===== src/rtl/conv3x3_prog_filter.sv =====
// Pipelined 3x3 convolution with runtime-programmable signed kernel, shift and output clamp.
// Optional build macro CONV3_ROUND_EN: round-half-up before the right shift.
module conv3x3_prog_filter #(
  parameter int DATA_WIDTH  = 8,
  parameter int COEF_WIDTH  = 4,
  parameter int SHIFT_WIDTH = 4
) (
  input  logic                   clk,
  input  logic                   rst,
  input  logic                   enable,
  input  logic                   in_valid,
  input  logic [DATA_WIDTH-1:0]  in1,
  input  logic [DATA_WIDTH-1:0]  in2,
  input  logic [DATA_WIDTH-1:0]  in3,
  input  logic [DATA_WIDTH-1:0]  in4,
  input  logic [DATA_WIDTH-1:0]  in5,
  input  logic [DATA_WIDTH-1:0]  in6,
  input  logic [DATA_WIDTH-1:0]  in7,
  input  logic [DATA_WIDTH-1:0]  in8,
  input  logic [DATA_WIDTH-1:0]  in9,
  input  logic                   coef_we,
  input  logic [3:0]             coef_addr,
  input  logic [COEF_WIDTH-1:0]  coef_wdata,
  output logic                   out_valid,
  output logic [DATA_WIDTH-1:0]  data_out,
  output logic                   sat_flag
);
  localparam int PW    = DATA_WIDTH + COEF_WIDTH + 1;
  localparam int RW    = PW + 2;
  localparam int ACC_W = DATA_WIDTH + COEF_WIDTH + 5;
`ifdef CONV3_ROUND_EN
  // Headroom for the rounding constant at the largest possible shift.
  localparam int RND_W = ACC_W + (1 << SHIFT_WIDTH);
`else
  localparam int RND_W = ACC_W;
`endif
  localparam logic signed [RND_W-1:0] MAX_PIX = RND_W'((1 << DATA_WIDTH) - 1);

  function automatic logic [RW-1:0] ext_p(input logic [PW-1:0] v);
    return {{(RW-PW){v[PW-1]}}, v};
  endfunction

  function automatic logic [ACC_W-1:0] ext_r(input logic [RW-1:0] v);
    return {{(ACC_W-RW){v[RW-1]}}, v};
  endfunction

  logic [DATA_WIDTH-1:0]  pix [9];
  logic [PW-1:0]          prod [9];
  logic [RW-1:0]          rows [3];
  logic [SHIFT_WIDTH-1:0] shift_reg;
  logic                   v1_reg;
  logic                   v2_reg;
  logic [ACC_W-1:0]       acc;
  logic signed [RND_W-1:0] biased;
  logic signed [RND_W-1:0] shifted;
  logic [DATA_WIDTH-1:0]  data_next;
  logic                   sat_next;

  assign pix[0] = in1;
  assign pix[1] = in2;
  assign pix[2] = in3;
  assign pix[3] = in4;
  assign pix[4] = in5;
  assign pix[5] = in6;
  assign pix[6] = in7;
  assign pix[7] = in8;
  assign pix[8] = in9;

  // Each tap owns its coefficient; reset value is the 1-2-1/2-4-2/1-2-1 Gaussian.
  genvar gi;
  generate
    for (gi = 0; gi < 9; gi++) begin : g_tap
      localparam logic [COEF_WIDTH-1:0] K_RST = (gi == 4) ? COEF_WIDTH'(4) :
                                                ((gi % 2) == 1) ? COEF_WIDTH'(2) : COEF_WIDTH'(1);
      logic [COEF_WIDTH-1:0] k_reg;
      logic [PW-1:0]         p_reg;

      always_ff @(posedge clk or posedge rst) begin
        if (rst) begin
          k_reg <= K_RST;
          p_reg <= '0;
        end else begin
          if (coef_we && coef_addr == 4'(gi))
            k_reg <= coef_wdata;
          if (enable)
            p_reg <= $signed({{(PW-DATA_WIDTH){1'b0}}, pix[gi]}) *
                     $signed({{(PW-COEF_WIDTH){k_reg[COEF_WIDTH-1]}}, k_reg});
        end
      end
      assign prod[gi] = p_reg;
    end

    for (gi = 0; gi < 3; gi++) begin : g_row
      logic [RW-1:0] r_reg;

      always_ff @(posedge clk or posedge rst) begin
        if (rst)
          r_reg <= '0;
        else if (enable)
          r_reg <= ext_p(prod[3*gi]) + ext_p(prod[3*gi+1]) + ext_p(prod[3*gi+2]);
      end
      assign rows[gi] = r_reg;
    end
  endgenerate

  assign acc = ext_r(rows[0]) + ext_r(rows[1]) + ext_r(rows[2]);

`ifdef CONV3_ROUND_EN
  logic [RND_W-1:0] half;
  assign half   = (shift_reg == '0) ? '0 :
                  ({{(RND_W-1){1'b0}}, 1'b1} << (shift_reg - SHIFT_WIDTH'(1)));
  assign biased = {{(RND_W-ACC_W){acc[ACC_W-1]}}, acc} + half;
`else
  assign biased = acc;
`endif

  // Shift is read live, so samples already past S1 see a newly written shift.
  assign shifted = biased >>> shift_reg;

  always_comb begin
    data_next = shifted[DATA_WIDTH-1:0];
    sat_next  = 1'b0;
    if (shifted[RND_W-1]) begin
      data_next = '0;
      sat_next  = 1'b1;
    end else if (shifted > MAX_PIX) begin
      data_next = '1;
      sat_next  = 1'b1;
    end
  end

  always_ff @(posedge clk or posedge rst) begin
    if (rst) begin
      shift_reg <= SHIFT_WIDTH'(4);
      v1_reg    <= 1'b0;
      v2_reg    <= 1'b0;
      out_valid <= 1'b0;
      data_out  <= '0;
      sat_flag  <= 1'b0;
    end else begin
      if (coef_we && coef_addr == 4'd9)
        shift_reg <= coef_wdata[SHIFT_WIDTH-1:0];
      if (enable) begin
        v1_reg    <= in_valid;
        v2_reg    <= v1_reg;
        out_valid <= v2_reg;
        if (v2_reg) begin
          data_out <= data_next;
          sat_flag <= sat_next;
        end
      end
    end
  end
endmodule


===== config.mk =====
export PLATFORM = sky130hd
export DESIGN_NAME = conv3x3_prog_filter
export DESIGN_NICKNAME = d
export VERILOG_FILES = /design/src/rtl/conv3x3_prog_filter.sv
export SDC_FILE = /design/constraint.sdc
export NUM_CORES = 1
export LEC_CHECK = 0
export BUFFER_PORTS_ARGS = -buffer_cell sky130_fd_sc_hd__clkbuf_2
export CAP_MARGIN = 20
export CORE_ASPECT_RATIO = 1.4
export CORE_MARGIN = 2
export CORE_UTILIZATION = 60
export CTS_BUF_LIST = sky130_fd_sc_hd__clkbuf_2 sky130_fd_sc_hd__clkbuf_4 sky130_fd_sc_hd__clkbuf_8
export DETAILED_ROUTE_END_ITERATION = 8
export GPL_TIMING_DRIVEN = 0
export PLACE_DENSITY_LB_ADDON = 0.3
export SYNTH_ARGS = -nofsm -noshare
export SYNTH_HDL_FRONTEND = slang
export SYNTH_SLANG_ARGS = --single-unit
export TNS_END_PERCENT = 50

===== constraint.sdc =====
create_clock -name clk -period 10.25 [get_ports clk]
set_input_delay 1.5375 -clock clk [delete_from_list [all_inputs] [get_ports clk]]
set_output_delay 1.5375 -clock clk [all_outputs]
set_load 0.1 [all_outputs]

Word-level counts from Yosys, hierarchy flattened
Index checks and enable logic that the tools add are counted.

Bits in registers: 214. Input bits: 85. Output and inout port bits: 10. Logic and storage cells: 71.

Add/sub/neg operators: 8. Multiply operators: 9. $lt $le $gt $ge: 1. Eq/ne operators: 9. Shift-type cells: 1. Multiplexer cells: 4. Reductions and logical operators: 12.

Operators by type and width (count): multiplier 9 x 4 -> 13 bit (9); adder 14 x 13 -> 15 bit (3); adder 13 x 13 -> 14 bit (3); adder 16 x 15 -> 17 bit (1); greater-than comparator 17 x 9 -> 1 bit, second input constant (1); >>> shifter 17 x 4 -> 17 bit (1); adder 15 x 15 -> 16 bit (1); equality test 4 x 3 -> 1 bit, second input constant (4); 2-to-1 mux 8 bit (2); logical AND 1 bit (10); equality test 4 x 2 -> 1 bit, second input constant (2); equality test 4 bit, second input constant (2); equality test 4 x 1 -> 1 bit, second input constant (1); logical NOT 4 bit (1); 2-to-1 mux 1 bit (2); AND reduction 2 bit (1).

Longest topological paths before layout
Word-level depth: 6. Gate-level depth with buffers: 20. Mapped depth without buffers: 20.

Worst setup path after synthesis
Ideal clock, no wire load.

Kind: input port to flip-flop. Start point: input in9[2]. End point: register g_tap[8].p_reg[11]. Setup time: 125 ps. Arrival: 4953 ps. Required time: 10125 ps. Path slack: 5172 ps. Cell stages on the path: 19. Path buffers: 0. Cell sequence: and2_1 -> fa_1 -> inv_1 -> fa_1 -> fa_1 -> inv_1 -> ha_1 -> inv_1 -> fa_1 -> inv_1 -> a21oi_1 -> o21bai_1 -> a21oi_1 -> o21bai_1 -> a21oi_1 -> nor2_1 -> nor2_1 -> xnor2_1 -> mux2_2.

Cells in the longest elaborated chain, start to end: 1.

Ends and longest elaborated chain: from (decl) (RTL line 20) `input logic [DATA_WIDTH-1:0] in9,`; multiplier 9 x 4 -> 13 bit (RTL line 86) `p_reg <= $signed({{(PW-DATA_WIDTH){1'b0}}, pix[gi]}) *`; to (signal assigned) (RTL line 86); to (decl) (RTL line 76) `logic [PW-1:0] p_reg;`.

No other way between the ends. A chain may end at the register's enable or synchronous reset.

Final worst setup path
Start point: input in9[2]. End point: register g_tap[8].p_reg[12].

Same word-level chain as after synthesis.

==> flow_metrics.py <==
metrics = {
    "clock_tree": {
        "clk_latency_ps": 570,
        "clockBufferDepth": 3,
        "cts_buffers": 37,
        "cts_tree": "done",
        "cts_sinks": 214,
        "clkTransAtPathRegs_ps": 70,
        "htreeDepth": 2,
        "cts_setup_buffers": 0,
        "root_buffer": "clkbuf_8",
        "postCtsResizedCells": 0,
        "hold_buffers": 0,
    },
    "floorplanning": {
        "die_w_um": 163,
        "core_um2": 34900,
        "die_area_um2": 36900,
        "start_util": 0.608,
        "ios": 95,
        "rows": 81,
        "die_h_um": 226,
    },
    "drt": {
        "firstDrtPassIters": 5,
        "route.vias.total": 15300,
        "ant_nets": 0,
        "wirelength_mm": 47.8,
        "drcViolationCount": 0,
        "drtIter0Drc": 729,
        "routedWlPerCell_um": 17.3,
        "drt-vias-per-instance": 5.56,
    },
    "sta": {
        "grt_setup_unrepaired": "no",
        "clock_skew_ps": 26.8,
        "slew_violations": 0,
        "hold_viol_final": 0,
        "setup_tns_ps": 0,
        "finalCriticalPeriod_ps": 4960,
        "tightest_slew_ps": 1200,
        "setup_viol": 0,
        "finalCritPeriodShare": 0.484,
        "fmax_mhz": 201,
        "relSlewSlack": 0.202,
    },
    "cells_and_area": {
        "seqCellArea_um2": 5370,
        "fillers": 2791,
        "synthToLayoutAreaGrowth_pct": 8.56,
        "antenna_cells": 0,
        "multi_input_area_um2": 14400,
        "largest_register_ffs": 117,
        "nNetsFinal": 2811,
        "final_cell_mix": "inv_1, ha_1, dfrtp_1",
        "mostFrequentLayoutCell": "inv_1",
        "drive_gt1_frac": 0.142,
    },
    "logic_synthesis": {
        "synth_edf_count": 0,
        "synth_top_area_share": 0.241,
        "synth_cells": 2143,
        "yosysTopAreaCell": "dfrtp_1",
        "synth_fp_nets": 2682,
        "synthArstFlopShare": 1.00,
        "yosysUniqueCellTypes": 66,
        "syn_avg_cell_area_um2": 9.89,
        "netlist_area_um2": 21200,
        "ys_ff_latch": 214,
        "synth-main-ff-cell": "dfrtp_1",
        "seq_area_frac_synth": 0.253,
        "synth.area.top_cells": "dfrtp_1, fa_1, ha_1",
        "ys_warn_count": 0,
    },
    "flow_run": {
        "drv_cap": 0,
    },
    "global_route": {
        "grt_start_max_net_pins": 122,
        "grtUsageTotal": 0.274,
        "grt_pass1_wl_mm": 80.2,
        "antenna_found_initial": 3,
        "grt_overflow": 0,
        "grt_pass1_vias": 16300,
    },
    "worst_setup_path": {
        "path_class": "input pin to flop",
        "critPathSlowestCell": "fa_1",
        "crit_family": "adder cells",
        "crit_required_ps": 10690,
        "crit_buf_inv": 3,
        "r2r_cells": 20,
        "arrival_ps": 5400,
        "r2r_end": "g_tap[1].p_reg[11]$_DFFE_PP0P_",
        "cp_common_cell": "a21oi_1",
        "critPathCaptureType": "flop",
        "worst_setup_path_start_kind": "input pin",
        "worst-r2r-setup-slack_ps": 5720,
        "path_max_fanout": 4,
        "slowest_delay_ps": 540,
        "crit_chain": "clkbuf_2 -> and2_1 -> fa_1 -> inv_1 -> fa_1 -> fa_1 -> inv_1 -> ha_1 -> a21o_1 -> a21oi_1 -> o21bai_1 -> a21oi_1 -> o21bai_1 -> a21oi_1 -> o21bai_1 -> a21oi_1 -> xnor2_1 -> mux2_2",
        "r2r_start": "g_tap[1].k_reg[1]$_DFFE_PP1P_",
    },
    "placement": {
        "gp_congestion": 0.911,
        "dp_hpwl_mm": 38.3,
        "io_buffers": 89,
    },
    "hold_path": {
        "holdCritPathClass": "flop to flop",
        "min_from": "data_out[3]$_DFFE_PP0P_",
        "hold_depth": 2,
        "whs_endpoint": "data_out[3]$_DFFE_PP0P_",
    },
    "outcome": {
        "outcome": "finished clean",
    },
}
Yosys cell counts, types with 4 or more instances:
| cell | number |
|---|---|
| nand2b_1 | 56 |
| clkbuf_1 | 43 |
| xor2_1 | 20 |
| nand3b_1 | 6 |
| xnor2_1 | 91 |
| o211ai_1 | 9 |
| buf_1 | 14 |
| o31ai_1 | 4 |
| a41oi_1 | 5 |
| nand3_1 | 29 |
| ha_1 | 279 |
| dfrtp_1 | 204 |
| mux2i_1 | 32 |
| o21bai_1 | 41 |
| or3_1 | 7 |
| a21o_1 | 39 |
| and2_1 | 101 |
| nand2_1 | 164 |
| a31oi_1 | 8 |
| nor2_1 | 79 |
| nor2b_1 | 10 |
| fa_1 | 175 |
| a21oi_1 | 100 |
| a211oi_1 | 12 |
| nor3_1 | 17 |
| a22oi_1 | 5 |
| o21ai_0 | 55 |
| mux2_2 | 146 |
| inv_1 | 331 |
| dfstp_2 | 10 |
logic make-up (layout without fill, tap and decap cells):
kind of cell / after synthesis / in the layout / share of synthesized area
adders and majority gates: 454 / 454 / 0.330
AOI/OAI and AO/OA: 311 / 311 / 0.0952
DFF: 214 / 214 / 0.253
buffers and inverters: 391 / 546 / 0.0694
muxes: 179 / 179 / 0.0937
xor gates and xnor gates: 111 / 111 / 0.0459
and+or+nand+nor: 483 / 483 / 0.113
worst min-delay path: cells and delay by family, from the launching register on:
kind / cells / cell delay (ps)
and+or+nand+nor: 1 / 50
AOI/OAI and AO/OA: 1 / 60
DFF: 1 / 350
metal layers:
layer,vias up,GRT usage,wire length [um]
li1,7335,-,-
met1,7543,0.322,19000
met2,317,0.497,24500
met3,114,0.0311,1820
met4,0,0.134,2470
met5,-,0,0
how the worst max path moves through the flow:
stage,cells after the start,start,slack (ps),to
2_1_floorplan,1,rst,2880,data_out[0]$_DFFE_PP0P_
5_1_grt,20,in9[2],5070,g_tap[8].p_reg[11]$_DFFE_PP0P_
3_3_place_gp,2,rst,720,g_tap[0].p_reg[7]$_DFFE_PP0P_
4_1_cts,18,in9[2],5380,g_tap[8].p_reg[12]$_DFFE_PP0P_
6_report,18,in9[2],5290,g_tap[8].p_reg[12]$_DFFE_PP0P_
3_5_place_dp,18,in9[2],4800,g_tap[8].p_reg[12]$_DFFE_PP0P_
through the flow:
| stage | std cells | setup slack (ps) | hold slack (ps) | instance area (um^2) | utilization |
|---|---|---|---|---|---|
| final | 2754 | 5290 | 499 | 23000 | 0.660 |
| after global routing | 2754 | 5070 | 531 | 23000 | 0.660 |
| after CTS | 2754 | 5380 | 510 | 23000 | 0.660 |
| after detailed placement | 2689 | 4800 | 498 | 22200 | 0.638 |
| after global placement | 2688 | 718 | 487 | 22200 | 0.637 |
| after floorplan | 2143 | 2880 | 475 | 21200 | - |
layout make-up:
cell class,instances,share of cell area
Inverter,332,0.0545
Sequential cell,214,0.233
Tap cell,456,0.0248
Clock inverter,9,0.00212
Multi-Input combinational cell,1538,0.624
Timing Repair Buffer,90,0.0206
Buffer,59,0.00973
Clock buffer,56,0.0311
Power is left out: the tool's default activity adds up to more than one toggle a clock period on the data nets, which glitch-free logic cannot reach.
